--- config.mk ---
export PLATFORM = sky130hd
export DESIGN_NAME = pid_ctrl_flat
export DESIGN_NICKNAME = d
export VERILOG_FILES = /design/src/rtl/pid_ctrl_if.sv /design/src/rtl/pid_ctrl.sv /design/src/flat_wrapper.sv
export SDC_FILE = /design/constraint.sdc
export NUM_CORES = 1
export LEC_CHECK = 0
export ABC_AREA = 1
export BUFFER_PORTS_ARGS = -buffer_cell sky130_fd_sc_hd__buf_2
export CORE_ASPECT_RATIO = 1.2
export CORE_MARGIN = 2
export CORE_UTILIZATION = 60
export CTS_BUF_LIST = sky130_fd_sc_hd__clkbuf_16
export DETAILED_ROUTE_END_ITERATION = 8
export HOLD_SLACK_MARGIN = 0.02
export PLACE_DENSITY = 0.83
export SETUP_SLACK_MARGIN = 0.5
export SLEW_MARGIN = 20
export SYNTH_ARGS = -nofsm -noshare
export SYNTH_HDL_FRONTEND = slang
export SYNTH_SLANG_ARGS = --single-unit
--- constraint.sdc ---
create_clock -name clk -period 6.05 [get_ports clk]
set_input_delay 0.9075 -clock clk [delete_from_list [all_inputs] [get_ports clk]]
set_output_delay 0.9075 -clock clk [all_outputs]
set_load 0.02 [all_outputs]
--- src/rtl/pid_ctrl_if.sv ---
// Bundles the PID controller's sampled inputs and registered drive outputs.
// No latency of its own; it only carries wires.
// No backpressure: inputs are sampled every clk and outputs are always valid.
interface pid_ctrl_if #(
  parameter int ERR_W = 13,
  parameter int OUT_W = 12
);
  logic signed [ERR_W-1:0] error;
  logic                    not_pedaling;
  logic [3:0]              kp;
  logic                    aw_en;
  logic [OUT_W-1:0]        drv_mag;
  logic                    sat_hi;
  logic                    tick;

  modport master (
    output error, not_pedaling, kp, aw_en,
    input  drv_mag, sat_hi, tick
  );

  modport slave (
    input  error, not_pedaling, kp, aw_en,
    output drv_mag, sat_hi, tick
  );
endinterface

--- src/rtl/pid_ctrl.sv ---
// Decimated-integrator PID: per-clk P and D terms, plus an integrator and error history that update only on tick.
// Latency: drv_mag/sat_hi follow error/kp/integ by one clk; tick is combinational from the counter.
// No backpressure: error is sampled every clk and the drive output is always valid.
module pid_ctrl #(
  parameter int ERR_W    = 13,
  parameter int OUT_W    = 12,
  parameter int INT_W    = 18,
  parameter int D_DEPTH  = 3,
  parameter int D_SAT_W  = 9,
  parameter bit FAST_SIM = 1'b0
) (
  input  logic        clk,
  input  logic        rst_n,  // active-high asynchronous reset despite the name
  pid_ctrl_if.slave   bus
);

  localparam int CNT_W  = 20;
  localparam int DIFF_W = ERR_W + 1;
  localparam int PROD_W = ERR_W + 5;
  // Wide enough for p_term + i_term + d_term with margin, never less than OUT_W+6.
  localparam int PID_W  = ((OUT_W + 3 > PROD_W) ? OUT_W + 3 : PROD_W) + 3;

  localparam logic signed [INT_W:0]    INT_MAX = {2'b00, {(INT_W-1){1'b1}}};
  localparam logic signed [DIFF_W-1:0] D_MAX   = {{(DIFF_W-D_SAT_W+1){1'b0}}, {(D_SAT_W-1){1'b1}}};
  localparam logic signed [DIFF_W-1:0] D_MIN   = {{(DIFF_W-D_SAT_W+1){1'b1}}, {(D_SAT_W-1){1'b0}}};
  localparam logic signed [PID_W-1:0]  OUT_MAX = {{(PID_W-OUT_W){1'b0}}, {OUT_W{1'b1}}};

  logic [CNT_W-1:0]        cnt_q;
  logic                    tick_w;
  logic signed [ERR_W-1:0] err;
  logic signed [INT_W-1:0] err_x;
  logic signed [INT_W:0]   sum;
  logic signed [INT_W-1:0] integ_q, integ_d;
  logic                    aw_hold;
  logic signed [ERR_W-1:0] hist_q [D_DEPTH];
  logic signed [DIFF_W-1:0] d_diff, d_sat;
  logic signed [PROD_W-1:0] prod;
  logic signed [PID_W-1:0]  p_term, i_term, d_term, pid;
  logic [OUT_W-1:0]        drv_q, drv_d;
  logic                    sat_q, sat_d;

  assign err   = bus.error;
  assign err_x = INT_W'(err);

  // Tick fires on the last count of each period and is held low while in reset.
  assign tick_w = !rst_n && ((FAST_SIM != 1'b0) ? (&cnt_q[14:0]) : (&cnt_q));

  // Free-running decimation counter; reset restarts the period from zero.
  always_ff @(posedge clk or posedge rst_n) begin
    if (rst_n) cnt_q <= '0;
    else       cnt_q <= cnt_q + 1'b1;
  end

  // Freeze only while pushing further into a high clamp; decision uses last cycle's sat flag.
  assign aw_hold = bus.aw_en && sat_q && !err[ERR_W-1] && (err != '0);
  assign sum     = (INT_W+1)'(integ_q) + (INT_W+1)'(err_x);

  // Integrator next state: clear, hold, or add-and-clamp to [0, INT_MAX].
  always_comb begin
    integ_d = integ_q;
    if (tick_w) begin
      if (bus.not_pedaling) begin
        integ_d = '0;
      end else if (!aw_hold) begin
        if (sum[INT_W])          integ_d = '0;
        else if (sum > INT_MAX)  integ_d = INT_MAX[INT_W-1:0];
        else                     integ_d = sum[INT_W-1:0];
      end
    end
  end

  // Integrator register.
  always_ff @(posedge clk or posedge rst_n) begin
    if (rst_n) integ_q <= '0;
    else       integ_q <= integ_d;
  end

  // Error history for the derivative, advanced once per tick.
  always_ff @(posedge clk or posedge rst_n) begin
    if (rst_n) begin
      for (int i = 0; i < D_DEPTH; i++) hist_q[i] <= '0;
    end else if (tick_w) begin
      hist_q[0] <= err;
      for (int i = 1; i < D_DEPTH; i++) hist_q[i] <= hist_q[i-1];
    end
  end

  assign d_diff = DIFF_W'(err) - DIFF_W'(hist_q[D_DEPTH-1]);

  // Derivative difference clamp.
  always_comb begin
    d_sat = d_diff;
    if (d_diff > D_MAX)      d_sat = D_MAX;
    else if (d_diff < D_MIN) d_sat = D_MIN;
  end

  // kp is unsigned quarter-units; the arithmetic shift floors toward minus infinity.
  assign prod   = PROD_W'(err) * PROD_W'($signed({1'b0, bus.kp}));
  assign p_term = PID_W'(prod >>> 2);
  assign i_term = PID_W'({1'b0, integ_q[INT_W-2 -: OUT_W]});
  assign d_term = PID_W'(d_sat) <<< 1;
  assign pid    = p_term + i_term + d_term;

  // Output clamp to the unsigned drive range, flagging a high clamp.
  always_comb begin
    drv_d = pid[OUT_W-1:0];
    sat_d = 1'b0;
    if (pid[PID_W-1]) begin
      drv_d = '0;
    end else if (pid > OUT_MAX) begin
      drv_d = '1;
      sat_d = 1'b1;
    end
  end

  // Registered drive outputs.
  always_ff @(posedge clk or posedge rst_n) begin
    if (rst_n) begin
      drv_q <= '0;
      sat_q <= 1'b0;
    end else begin
      drv_q <= drv_d;
      sat_q <= sat_d;
    end
  end

  assign bus.drv_mag = drv_q;
  assign bus.sat_hi  = sat_q;
  assign bus.tick    = tick_w;

endmodule

--- src/flat_wrapper.sv ---
// flat-port wrapper written by rule: the top's interface ports become plain ports
module pid_ctrl_flat 
#(
  parameter int ERR_W    = 13,
  parameter int OUT_W    = 12,
  parameter int INT_W    = 18,
  parameter int D_DEPTH  = 3,
  parameter int D_SAT_W  = 9,
  parameter bit FAST_SIM = 1'b0
)
  (clk, rst_n, bus_error, bus_not_pedaling, bus_kp, bus_aw_en, bus_drv_mag, bus_sat_hi, bus_tick);
  pid_ctrl_if #(.ERR_W(ERR_W), .OUT_W(OUT_W)) bus_i ();
  input  logic clk;
  input  logic rst_n;
  input wire logic [$bits(bus_i.error)-1:0] bus_error;
  input wire logic [$bits(bus_i.not_pedaling)-1:0] bus_not_pedaling;
  input wire logic [$bits(bus_i.kp)-1:0] bus_kp;
  input wire logic [$bits(bus_i.aw_en)-1:0] bus_aw_en;
  output wire logic [$bits(bus_i.drv_mag)-1:0] bus_drv_mag;
  output wire logic [$bits(bus_i.sat_hi)-1:0] bus_sat_hi;
  output wire logic [$bits(bus_i.tick)-1:0] bus_tick;
  assign bus_i.error = bus_error;
  assign bus_i.not_pedaling = bus_not_pedaling;
  assign bus_i.kp = bus_kp;
  assign bus_i.aw_en = bus_aw_en;
  assign bus_drv_mag = bus_i.drv_mag;
  assign bus_sat_hi = bus_i.sat_hi;
  assign bus_tick = bus_i.tick;
  pid_ctrl #(.ERR_W(ERR_W), .OUT_W(OUT_W), .INT_W(INT_W), .D_DEPTH(D_DEPTH), .D_SAT_W(D_SAT_W), .FAST_SIM(FAST_SIM)) u_core (.clk(clk), .rst_n(rst_n), .bus(bus_i));
endmodule
[Yosys cells after proc, flatten, opt, wreduce, memory -nomap -nowiden]
Index checks and enable logic that the tools add are counted.
W data, S select, Z words.
Cells by class
  $add $sub $neg: 5
  multiply operators: 1
  magnitude comparators: 4
  equality and inequality tests: 1
  multiplexer cells: 10
  reduce and logical (&&, ||, !) cells: 9
Operator list (count)
  $mux W18: 4
  $mux W14: 2
  $mux W12: 2
  $gt A21 B13 Y1 const B: 1
  $add A20 B1 Y20 const B: 1
  $reduce_and A20 Y1: 1
  $add A18 B13 Y19: 1
  $gt A19 B18 Y1 const B: 1
  $add A17 B15 Y18: 1
  $mul A13 B5 Y18: 1
  $add A16 B13 Y17: 1
  $gt A14 B9 Y1 const B: 1
  $lt A14 B9 Y1 const B: 1
  $sub A13 B13 Y14: 1
  $reduce_bool A13 Y1: 1
  $logic_and A1 B1 Y1: 4
  $logic_not A1 Y1: 2
  $mux W1: 2
  $ne A2 B2 Y1 const B: 1
  $reduce_and A2 Y1: 1
Storage, ports and cells
  register bits: 90
  input port bits: 21
  output and inout bits: 14
  word-level logic and storage cells: 37

[Depth between registers and ports, before layout]
Gate-level depths: netlist of the first run.
  depth after elaboration: 8
  gate-level depth with buffers: 33
  gate-level depth less buffers: 32

[Worst setup path after synthesis of the first run]
No wires, ideal clock.
  path kind: input to register
  from: input port bus_kp[2]
  to: register u_core.drv_q[10] (netlist: u_core.bus.drv_mag[10])
  setup time: 0.129 ns
  data arrival time: 5.756 ns
  required time: 5.921 ns
  slack: 0.166 ns
  cell stages on the path: 31
  path buffers: 1
  path through: clkbuf_1 > nand2_1 > inv_1 > ha_1 > fa_1 > inv_1 > fa_1 > inv_1 > ha_1 > nand2_1 > inv_1 > a21boi_0 > nand2_1 > a21boi_0 > o21ai_0 > xnor2_1 > fa_1 > inv_1 > ha_1 > nand2_1 > inv_1 > nand2_1 > nand2_1 > a21oi_1 > nand2_1 > nor2_1 > nand2_1 > nand2_1 > nand3_1 > nand2_1 > nand2_1
Between the ends
  longest elaborated chain between the ends: 6
RTL lines
  start, declared: RTL line flat_wrapper.sv:17  | input wire logic [$bits(bus_i.kp)-1:0] bus_kp;
  $mul A13 B5 Y18 (*): RTL line pid_ctrl.sv:98  | assign prod = PROD_W'(err) * PROD_W'($signed({1'b0, bus.kp}));
  $add A16 B13 Y17 (*): RTL line pid_ctrl.sv:102  | assign pid = p_term + i_term + d_term;
  $add A17 B15 Y18 (*): RTL line pid_ctrl.sv:102
  $gt A21 B13 Y1: RTL line pid_ctrl.sv:110  | end else if (pid > OUT_MAX) begin
  $mux W12: RTL line pid_ctrl.sv:110
  $mux W12 (*): RTL line pid_ctrl.sv:108  | if (pid[PID_W-1]) begin
  named net u_core.drv_d[10]: RTL line pid_ctrl.sv:39  | logic [OUT_W-1:0] drv_q, drv_d;
  end signal, assigned: RTL line pid_ctrl.sv:122  | drv_q <= drv_d;
  end, declared: RTL line pid_ctrl.sv:39
Mark *: on every way through the listed nets, which the timed path passes. The rest lies on a longest branch.
A chain may end at the register's enable or synchronous reset.

[Worst setup path after layout of the first run]
  from: input port bus_kp[2]
  to: register u_core.drv_q[3] (netlist: u_core.bus.drv_mag[3])
Same word-level chain as after synthesis.

==> results of run 1 <==
==> layer usage <==
layer  routed length [um]  track usage, %  vias up
li1                     -               -     4006
met1                 9280            34.4     3727
met2                11300            51.6      218
met3                  812            3.34       60
met4                  944            10.9        0
met5                    0               0        -
==> state kept, by name (all words and copies together) (netlist names) <==
signal / flops
u_core.hist_q: 39
u_core.integ_q: 18
u_core.cnt_q: 20
u_core.bus.drv_mag: 12
u_core.bus.sat_hi: 1
==> layout by cell type, fill, tap and decap left out, types with 4 or more instances in the layout <==
cell,synthesis,final
nand2_1,404,384
inv_1,251,245
dfrtp_1,90,90
nor2_1,84,75
ha_1,87,68
nand3_1,50,48
a21oi_1,57,47
o21ai_0,51,47
fa_1,41,41
xor2_1,34,32
buf_2,4,32
xnor2_1,28,26
buf_4,0,24
nand2_2,3,20
nand4_1,19,19
ha_4,0,13
a21oi_2,0,10
clkbuf_16,0,9
o21bai_1,9,8
nor3_1,9,6
nor2_2,0,6
ha_2,0,6
nand2_4,1,5
a21o_1,5,5
inv_2,0,5
nor2_4,1,4
o21ai_1,1,4
and2_1,4,4
==> worst paths after layout <==
kind	from	endpoint	slack [ps]	cells after the start
min	u_core.cnt_q[0]	u_core.cnt_q[0]	440	1
min reg2reg	u_core.cnt_q[0]	u_core.cnt_q[0]	440	1
max reg2reg	u_core.hist_q[2]	u_core.bus.drv_mag[3]	1290	31
min in group asynchronous	rst_n	u_core.cnt_q[15]	480	2
max in group asynchronous	rst_n	u_core.integ_q[15]	4590	3
max	bus_kp[2]	u_core.bus.drv_mag[3]	590	26
==> logic make-up after synthesis <==
logic type	after synthesis	share of synthesized area, %
flops	90	25.4
fa+ha+maj	128	21.5
xor+xnor	62	6.11
buf+inv	267	11.4
compound gates	132	8.14
simple gates	587	27.5
==> cell type report <==
class                      count  area (sq um)  area share (%)
clock inverter                 7           106            1.05
timing repair buffer          58           357            3.52
clock buffer                   9           225            2.22
multi-input combinational    910          6030            59.5
inverter                     251           943            9.31
sequential                    90          2250            22.2
tap                          175           219            2.16
==> repair_timing <==
item,CTS,global route
hold buffers,0,0
pin swaps,3,27
cloned,1,0
buffers inserted,0,9
setup endpoints to repair,13,13
gates resized for setup,10,82
==> per-stage QoR <==
stage                     util, %  hold slack (ps)  worst slack [ps]
after floorplan                 -              415               506
after global placement       64.8              430              70.5
after detailed placement     64.8              430             -18.9
after CTS                    67.5              439               505
after global routing         70.3              461               365
final                        70.3              439               588
==> power by group through the flow <==
stage          Clock [W]  Sequential, W  Combinational (W)
2_1_floorplan          0       0.000733            0.00118
6_report        0.000628       0.000665            0.00191
3_5_place_dp           0       0.000677            0.00158
3_3_place_gp           0       0.000676            0.00155
4_1_cts         0.000634       0.000665            0.00163
5_1_grt         0.000663       0.000669            0.00212
==> results, run 1 <==
- The flow ran to the end, and the final reports show no timing, DRC or antenna violations.
- The total vias in the final route is 8011.
- The first-pass GRT wire length is 35.3 mm.
- The final routed DRC violation total is 0.
- The warning count from the yosys run is 0.
- The endpoint arrival time on the critical path is 5690 ps.
- The routability-driven placement congestion ratio is 0.957.
- Clock latency on the worst-skew pair, taken at its later pin, is 350 ps.
- TritonCTS built the clock tree.
- The cell leakage power is 5.81 nW.
- The synthesized design contains 0 enable-type register cells.
- Between clock sinks in the finished design, the worst skew comes to 17.0 ps.
- The global router's overall resource usage is 28.5%.
- The clock net in this run drives a total of 90 sinks.
- The initial cell density of the core is around 62%.
- The setup TNS is 0 ps.
- The clock passes through at most 2 buffers.
- The total count of hold-check failures in the final report is 0.
- Setup repair after global routing left no endpoint under its margin.
- The combinational group share of total power is 59.6%.
- The sequential share of the synthesized area is between 20% and 30%.
- The synthesis-stage register bit count is 90.
- The wire length after detailed routing is 22.4 mm.
- The number of placed cells counting well taps is 1474.
- The via count of the first global-routing pass is 7620.
- The number of nets in the layout is 1469.
- The maximum vdd ir drop is 189 uV.
- Of the available clock period, the critical path in the final layout requires 90.3%.
- The category of the worst setup path launch point is an input port.
- Per report_power, the sequential group accounts for 20.8% of the total.
- The net switching fraction of the power is 45.3%.
- For the pin with the worst max-slew slack, the measured transition is about 720 ps.
- After detailed placement, the total cell area comes to 9340 sq um.
- During placement, the flow inserted port buffers numbering 34.
- The synthesized netlist occupies a cell area of just under 9000 sq um.
- The switching component of the power is 0.00145 W.
- In this run the clock root is driven by a clkbuf_16.
- The power per standard cell area is 316 nW/um^2.
- Detailed placement ended at an HPWL of between 15 and 20 mm.
- The synthesis-to-finish area growth is 14.0%.
- Of all flip-flops after synthesis, the portion carrying an async set or reset was 100%.
- For the worst setup path, the data required time is roughly 6300 ps.
- The fill cell instance count of the final layout is 1197.
- On the critical path, the stage with the largest delay is an instance of fa_1.
- The clock-pin transition on the worst setup and hold timing paths is around 60 ps.
- By count the netlist is led by 404 x nand2_1, 251 x inv_1, 90 x dfrtp_1.
- The H-tree was split into 3 levels.
- The maximum single-stage delay on the critical path is about 560 ps.
- The horizontal die dimension is 115 um.
- The netlist uses 38 different library cells.
- In this run the worst hold path is classified as reg -> reg.
- The cell family contributing the most delay on the critical path is adder cells.
- Among all cell types in the netlist, the one instantiated most often is nand2_1.
- Entering global routing, the biggest net connects 80 pins.
- In this run, CTS created clock tree buffers numbering 9.
- The count of pins over their slew limit was 0.
- The combined buffer and inverter count along the critical path is 4.
- The die covers 15800 sq um.
- The top achievable clock speed is 183 MHz.
- Internal power comes to ~0.0018 W.
- The I/O pin count is 35.
- 0 antenna diodes ended up in the layout.
- Along the worst path, the maximum fanout reaches 13.
- The average cell area after synthesis is 7.02 sq um.
- The worst-case headroom to the max-slew limit is 51.8%.
- The proportion of layout cells with a drive suffix above 1 is 12.3%.
- The number of iterations in the first detailed-routing pass is 5.
- The floorplan step defined a core boundary enclosing 14400 sq um.
- The initial antenna violation count was 0.
- The post-synth net total is between 1000 and 1500.
- After the flow finishes, the layout carries non-filler instances totaling 1500.
- In the final routed layout, each cell accounts on average for approximately 15 um.
- After routing the design area is 10100 sq um.
- For this run, the leading register cell type out of synthesis is dfrtp_1.
- The overall overflow remaining after global route is 0.
- The biggest area contributor in the post-synthesis netlist is dfrtp_1.
- The clock group share of total power is 19.6%.
- The element type at the critical path end is a flop.
- The number of instances in the synthesized netlist is 1266.
- Using the TritonRoute via totals, the vias-per-cell ratio works out to 5.34.
- Counting stages on the worst path, the most repeated cell is nand2_2.
- The overall power is 0.00320 W.
- The worst setup path is of the in -> reg kind.
- The count of antenna-violating nets left after detailed routing is 0.
- The number of standard-cell rows in the floorplan is 48.
- The portion of synthesized cell area occupied by the leading cell type is ~25%.
- In the post-synthesis netlist, the biggest area contributors are dfrtp_1 25%, nand2_1 17%, ha_1 12%, inv_1 11%, fa_1 9.2%.
- From bottom edge to top edge, the die measures 137 um.
- The detailed router finished its first iteration with 490 violations.
- The final period demand of the worst path is 5460 ps.
- The total of endpoints with negative setup slack in the final report is 0.
- The max-capacitance violation count is 0.
Note: power is estimated with default switching activity, not from simulation.
==> run 2, diff against run 1 <==
--- a/config.mk
+++ b/config.mk
@@ -10,7 +10,7 @@
 export CORE_ASPECT_RATIO = 1.2
 export CORE_MARGIN = 2
 export CORE_UTILIZATION = 60
-export CTS_BUF_LIST = sky130_fd_sc_hd__clkbuf_16
+export CTS_BUF_LIST = sky130_fd_sc_hd__clkbuf_8 sky130_fd_sc_hd__clkbuf_16
 export DETAILED_ROUTE_END_ITERATION = 8
 export HOLD_SLACK_MARGIN = 0.02
 export PLACE_DENSITY = 0.83
==> run 2 against run 1 <==
First-iteration DRC count is 3.3% higher. Total power up 0.43%. Clock skew hardly changed. Routed wire length is 0.13% lower. Clock-buffer cell count up 1. Sequential cell count unchanged. Non-clock buffer count unchanged. Largest cell class unchanged.
==> results, run 2 (synthesis gave the netlist of run 1 again) <==
- The net switching fraction of the power came to 45.2% (-0.15 points).
- The element type at the critical path end is a flop.
- The part of the total power dissipated in sequential elements is 20.7% (about the same).
- The post-route worst hold slack is 438 ps (-0.274 ps).
- The horizontal die dimension was 115 um (unchanged).
- The depth of the most critical reg-to-reg path is 32 (+3.2%).
- The required arrival time at the worst endpoint is 6280 ps (about the same).
- Leaving out fill and tap cells, the most frequent cell in the layout is nand2_1.
- The total of endpoints with negative setup slack in the final report is 0 (unchanged).
- In the layout the commonest cells are 384 x nand2_1, 245 x inv_1, 90 x dfrtp_1.
- The critical register-to-register path startpoint is u_core.hist_q[2].
- The global router's overall resource usage came to 28.5% (about the same).
- The internal reg-to-reg setup slack is 1250 ps (-40 ps).
- The count of port buffers added during placement is 34 (unchanged).
- In this design, the largest share of critical-path delay is due to adder cells.
- The slowest stage of the critical path belongs to the cell fa_1.
- The cell area reported after detailed placement was 9340 sq um (unchanged).
- The number of iterations in the first detailed-routing pass is 5 (unchanged).
- STA classifies the critical path startpoint as an input port.
- The number of buffers added by the clock tree synthesis step was 9 (unchanged).
- The share of the cycle needed by the critical path after routing is 90.6% (+0.31 points).
- The end point of the critical path is u_core.bus.drv_mag[3].
- The mean routed wirelength per cell is 14.9 um (-0.13%).
- The total vias in the final route is 8002 (-0.11%).
- The via count of the first global-routing pass is 7633 (+0.17%).
- The hold buffer count at cts is 0 (unchanged).
- The critical setup path kind is in -> reg.
- The final period demand of the worst path is 5480 ps (+18.6 ps).
- The antenna cell count is 0 (unchanged).
- The number of nets in the layout is 1469 (unchanged).
- The setup TNS was 0 ps (unchanged).
- The post-route standard cell area excluding fillers is 10100 sq um (about the same).
- The overall power is 0.00322 W (+0.43%).
- The worst-case headroom to the max-slew limit is 52.2% (+0.35 points).
- The area of the core region is 14400 sq um (unchanged).
- The clock-pin transition on the worst setup and hold timing paths came to 60 ps (about the same).
- TritonCTS built the clock tree.
- The maximum single-stage delay on the critical path was 550 ps (about the same).
- Setup repair after global routing left no endpoint under its margin.
- Tracing the worst setup path back leads to its startpoint at bus_kp[2].
- The first-pass GRT wire length is 35.3 mm (about the same).
- The max-capacitance violation count came to 0 (unchanged).
- The maximum level of the CTS H-tree is 3 (unchanged).
- The count of pins over their slew limit is 0 (unchanged).
- The worst clock skew on the final layout is 16.9 ps (-0.0980 ps).
- The initial cell density of the core came to 61.6% (unchanged).
- The initial antenna violation count is 0 (unchanged).
- The cell leakage power came to 5.82 nW (about the same).
- The CTS sink count was 90 (unchanged).
- The biggest fanout along the worst timing path is 13 (unchanged).
- The internal power of the cells came to 0.00176 W (+0.71%).
- The flow ran to the end, and the final reports show no timing, DRC or antenna violations.
- The endpoint of the most critical register-to-register path is u_core.bus.drv_mag[3].
- The combined buffer and inverter count along the critical path is 4 (unchanged).
- The cell occurring most often along the worst timing path is nand2_1.
- The pin count of the biggest net entering global routing came to 80 (unchanged).
- The tree is rooted in a clkbuf_16.
- The latest clock arrival within the worst-skew pair came to 350 ps (about the same).
- The total count of hold-check failures in the final report is 0 (unchanged).
- The synthesis-to-finish area growth is 14.2% (about the same).
- The switching component of the power is 0.00145 W (about the same).
- The I/O pin count is 35 (unchanged).
- The post-detailed-placement half-perimeter wirelength came to 16.8 mm (unchanged).
- The endpoint arrival time on the critical path is 5710 ps (+20 ps).
- The wire length after detailed routing is 22.3 mm (-0.13%).
- The count of cell instances traversed by the critical path was 29 (+12%).
- The per-cell via count in the routed design is 5.33 (-0.11%).
- The overall die area is 15800 sq um (unchanged).
- The clock group share of total power is 19.9% (+0.3 points).
- The actual transition at the worst max-transition pin is 717 ps (-5.23 ps).
- The power per standard cell area is 317 nW/um^2 (+0.33%).
- The final routed DRC violation total came to 0 (unchanged).
- The routability-driven placement congestion ratio was 0.957 (unchanged).
- The largest registers in the layout are u_core.hist_q (39), u_core.cnt_q (20), u_core.integ_q (18).
- The number of flip-flops in the largest register was 39 (unchanged).
- The number of standard-cell rows in the floorplan is 48 (unchanged).
- The top achievable clock speed is 182 MHz (-0.34%).
- The proportion of layout cells with a drive suffix above 1 is 12.4% (+0.075 points).
- The maximum vdd ir drop is 189 uV (about the same).
- The register bank with the most flops is u_core.hist_q.
- The combinational group share of total power was 59.4% (-0.2 points).
- The maximum buffer depth of the clock tree came to 2 (unchanged).
- The path class of the tightest hold or removal check is reg -> reg.
- The overall overflow remaining after global route was 0 (unchanged).
- The number of DRC violations after detailed-routing iteration 0 was 506 (+3.3%).
- The die extent in y is 137 um (unchanged).
- The count of antenna-violating nets left after detailed routing is 0 (unchanged).
## run 2: cell types whose count changed in the layout (fill, tap and decap cells not counted)
cell,before,now
clkinv_1,1,0
clkbuf_8,0,1
## run 2: worst min path at each step
stage                         start               to  cells after the start
floorplan           u_core.cnt_q[0]  u_core.cnt_q[0]                      1
global placement    u_core.cnt_q[0]  u_core.cnt_q[0]                      1
detailed placement  u_core.cnt_q[0]  u_core.cnt_q[0]                      1
CTS                 u_core.cnt_q[0]  u_core.cnt_q[0]                      1
global route        u_core.cnt_q[0]  u_core.cnt_q[0]                      1
finish              u_core.cnt_q[0]  u_core.cnt_q[0]                      1
## run 2: area by class of cell
cell class              count  area [sq um]
multi-input cells         910          6030
fillers                  1196          4270
flip-flops and latches     90          2250
inverters                 251           943
repair buffers             58           357
clock buffers              10           239
well taps                 175           219
clock inverters             6           103
## run 2: timing repair
item	CTS	global route
cloned	1	0
resized for setup	10	82
pin swaps	3	27
endpoints found under the hold margin	0	0
buffers inserted	0	9
endpoints found under the setup margin	13	13
## run 2: worst register-to-register path: cells and delay by family, from the launching register on
kind	cells	cell delay, ps
AOI/OAI and AO/OA	5	820
and+or+nand+nor	18	1780
adders and majority gates	4	1420
buffers and inverters	5	280
DFF	1	380
## run 2: power groups by stage
stage / registers, W / logic (W) / clock network, W
floorplan: 0.000733 / 0.00118 / 0
global placement: 0.000676 / 0.00155 / 0
detailed placement: 0.000677 / 0.00158 / 0
CTS: 0.000665 / 0.00163 / 0.000647
global route: 0.000669 / 0.00212 / 0.000676
finish: 0.000665 / 0.00191 / 0.000641
## run 2: per-layer routing
layer  up-vias  global-route usage, %  part of all wire [%]
met4         0                   10.9                   4.1
met3        60                   3.34                   3.6
met2       222                   51.7                    51
met1      3717                   34.4                    41
li1       4003                      -                     -
met5         -                      0                     0
## run 2: stage by stage
| stage | setup slack, ps | utilization [%] | std cells |
|---|---|---|---|
| floorplan | 506 | - | 1266 |
| global placement | 70.5 | 64.8 | 1474 |
| detailed placement | -18.9 | 64.8 | 1474 |
| CTS | 505 | 67.5 | 1491 |
| global route | 365 | 70.4 | 1500 |
| finish | 569 | 70.4 | 1500 |
==> run 3, diff against run 2 <==
--- a/config.mk
+++ b/config.mk
@@ -7,7 +7,7 @@
 export LEC_CHECK = 0
 export ABC_AREA = 1
 export BUFFER_PORTS_ARGS = -buffer_cell sky130_fd_sc_hd__buf_2
-export CORE_ASPECT_RATIO = 1.2
+export CORE_ASPECT_RATIO = 0.8
 export CORE_MARGIN = 2
 export CORE_UTILIZATION = 60
 export CTS_BUF_LIST = sky130_fd_sc_hd__clkbuf_8 sky130_fd_sc_hd__clkbuf_16
==> run 3 against run 2 <==
The run now ends with DRC left. Design area up 0.41%. Sequential cell count unchanged. First-iteration DRC count up 55%. Sequential power about the same. Worst hold slack better by 17 ps. Clock power down 19%. Fmax up 2.0%. Largest cell class unchanged.
==> results, run 3 (synthesis gave the netlist of run 1 again) <==
- The maximum level of the CTS H-tree is 3 (unchanged).
- The top achievable clock speed is 186 MHz (+2.0%).
- The storage element area is 2250 sq um (unchanged).
- The root cell of the clock tree is clkbuf_16.
- The total vias in the final route came to 8076 (+0.92%).
- The first-pass GRT wire length is 35.1 mm (-0.67%).
- The overall die area is 15800 sq um (about the same).
- The area of the core region is 14400 sq um (-0.13%).
- The mean routed wirelength per cell is 14.8 um (-0.67%).
- On the critical path, the stage with the largest delay is an instance of fa_1.
- The max-capacitance violation count is 0 (unchanged).
- The total area of multi-input combinational cells is 6160 sq um (+2.1%).
- The length of routed met3 wiring is 1.86 mm (+130%).
- The final reports fail on DRC.
- The final routed DRC violation total is 4 (+4).
- The CTS sink count is 90 (unchanged).
- The number of DRC violations after detailed-routing iteration 0 came to 785 (+55%).
- The number of iterations in the first detailed-routing pass came to 7 (+2).
- The number of standard cells in the layout, taps in and fillers out came to 1503 (+0.20%).
- The maximum buffer depth of the clock tree is 2 (unchanged).
- The via count of the first global-routing pass came to 7414 (-2.9%).
- The maximum single-stage delay on the critical path is 610 ps (+60 ps).
- The fill cell instance count of the final layout is 1140 (-4.7%).
- The count of antenna-violating nets left after detailed routing is 0 (unchanged).
- The pin count of the biggest net entering global routing came to 77 (-3.8%).
- The clock tree from TritonCTS is built.
- The required arrival time at the worst endpoint came to 6290 ps (about the same).
- The register bank with the most flops is u_core.hist_q.
- The number of nets in the layout is 1463 (-0.41%).
- The highest layer touched by signal routing is met4.
- The horizontal die dimension is 140 um (+22%).
- The endpoint arrival time on the critical path is 5610 ps (-100 ps).
- The initial cell density of the core is 61.7% (+0.080 points).
- The biggest fanout along the worst timing path is 7 (-6).
- The per-cell via count in the routed design is 5.37 (+0.72%).
- The routability-driven placement congestion ratio is 0.977 (+2.1%).
- The critical path in this run is classified as in -> reg.
- The overall overflow remaining after global route is 0 (unchanged).
- The wire length after detailed routing is 22.2 mm (-0.47%).
- The proportion of layout cells with a drive suffix above 1 is 12.6% (+0.21 points).
- Setup repair after global routing left no endpoint under its margin.
- The count of port buffers added during placement came to 34 (unchanged).
- The number of standard-cell rows in the floorplan is 39 (-19%).
- The count of pins over their slew limit is 0 (unchanged).
- The worst-case headroom to the max-slew limit is 36.7% (-15 points).
- The number of placed cells counting well taps was 1476 (+0.14%).
- STA classifies the critical path startpoint as an input port.
- The total count of hold-check failures in the final report is 0 (unchanged).
- The number of flip-flops in the largest register was 39 (unchanged).
- The cell leakage power came to 5.77 nW (-0.80%).
- In the layout the commonest cells are 383 x nand2_1, 245 x inv_1, 90 x dfrtp_1.
- The number of buffers added by the clock tree synthesis step is 9 (unchanged).
- The worst clock skew on the final layout is 8.70 ps (-8.17 ps).
- STA classifies the critical path endpoint as a flop.
- The synthesis-to-finish area growth is 14.6%.
- The antenna cell count is 0 (unchanged).
- The sum of met2 wire segment lengths after detailed routing was 9.98 mm (-12%).
- The library cell used most frequently in the layout, excluding fill and tap cells, is nand2_1.
- The wire length the detailed router placed on met1 is 9.94 mm (+7.4%).
- The maximum vdd ir drop is 182 uV (-3.5%).
- The global router's overall resource usage is 27.8% (-0.71 points).
- The largest registers in the layout are u_core.hist_q (39), u_core.cnt_q (20), u_core.integ_q (18).
- The post-route worst hold slack is 455 ps (+16.9 ps).
- The initial antenna violation count is 0 (unchanged).
- The post-route standard cell area excluding fillers is 10200 sq um (+0.41%).
- The I/O pin count is 35 (unchanged).
- The power per standard cell area came to 309 nW/um^2 (-2.5%).
- The total of endpoints with negative setup slack in the final report is 0 (unchanged).
- Counting stages on the worst path, the most repeated cell is nand2_1.
- The kind of path behind the tightest hold check is reg -> reg.
- The actual transition at the worst max-transition pin is 949 ps (+232 ps).
- The clock-pin transition on the worst setup and hold timing paths is 70 ps (about the same).
- The final period demand of the worst path is 5370 ps (-106 ps).
- The cell area reported after detailed placement is 9300 sq um (-0.44%).
- The flow ran to the end, but the final reports show violations.
- The share of the cycle needed by the critical path after routing came to 88.8% (-1.8 points).
- The die extent in y is 113 um (-18%).
- The latest clock arrival within the worst-skew pair is 360 ps (about the same).
- The post-detailed-placement half-perimeter wirelength came to 16.7 mm (-0.56%).
-- run 3: repair_timing --
| item | CTS | global route |
|---|---|---|
| hold buffers | 0 | 0 |
| pin swaps | 6 | 45 |
| resized for setup | 13 | 102 |
| gates cloned | 1 | 0 |
| setup buffers | 0 | 10 |
| setup endpoints to repair | 13 | 13 |
-- run 3: critical path, delay by kind of cell --
family | cells | cell delay (ps)
AO/OA/AOI/OAI | 3 | 510
XOR/XNOR | 1 | 190
adder cells (fa/ha/maj) | 6 | 2260
buffers and inverters | 4 | 340
AND/OR/NAND/NOR | 16 | 1380
-- run 3: per-layer routing --
metal,up-vias,track usage (%)
li1,3991,-
met1,3755,39.2
met2,292,43.7
met3,38,6.01
met4,0,7.54
met5,-,0
-- run 3: final timing paths --
| kind | from | endpoint | slack (ps) | depth (start not counted) |
|---|---|---|---|---|
| max | bus_error[3] | u_core.bus.drv_mag[9] | 680 | 30 |
| min | u_core.cnt_q[0] | u_core.cnt_q[0] | 460 | 1 |
| max reg2reg | u_core.hist_q[0] | u_core.bus.drv_mag[9] | 1200 | 28 |
| min reg2reg | u_core.cnt_q[0] | u_core.cnt_q[0] | 460 | 1 |
| max in group asynchronous | rst_n | u_core.bus.drv_mag[2] | 4340 | 3 |
| min in group asynchronous | rst_n | u_core.cnt_q[19] | 480 | 2 |
-- run 3: report_power, final --
| part | switching [W] | internal (W) |
|---|---|---|
| registers | 0.0000121 | 0.000652 |
| logic | 0.00120 | 0.000770 |
| clock network | 0.000240 | 0.000277 |
-- run 3: final cells by class --
| class | count | area share, % |
|---|---|---|
| Sequential cell | 90 | 22.1 |
| Clock buffer | 9 | 2.21 |
| Clock inverter | 7 | 0.442 |
| Timing Repair Buffer | 52 | 3.23 |
| Tap cell | 184 | 2.26 |
| Inverter | 251 | 9.27 |
| Multi-Input combinational cell | 910 | 60.5 |
-- run 3: per-stage QoR --
stage / setup TNS [ps] / power, W / worst slack [ps] / utilization [%]
after floorplan: 0 / 0.00191 / 506 / -
after global placement: -83.4 / 0.00224 / -11.4 / 64.6
after detailed placement: 0 / 0.00225 / 9.05 / 64.6
after CTS: 0 / 0.00282 / 519 / 66.9
after global routing: 0 / 0.00339 / 417 / 70.7
final: 0 / 0.00315 / 676 / 70.7
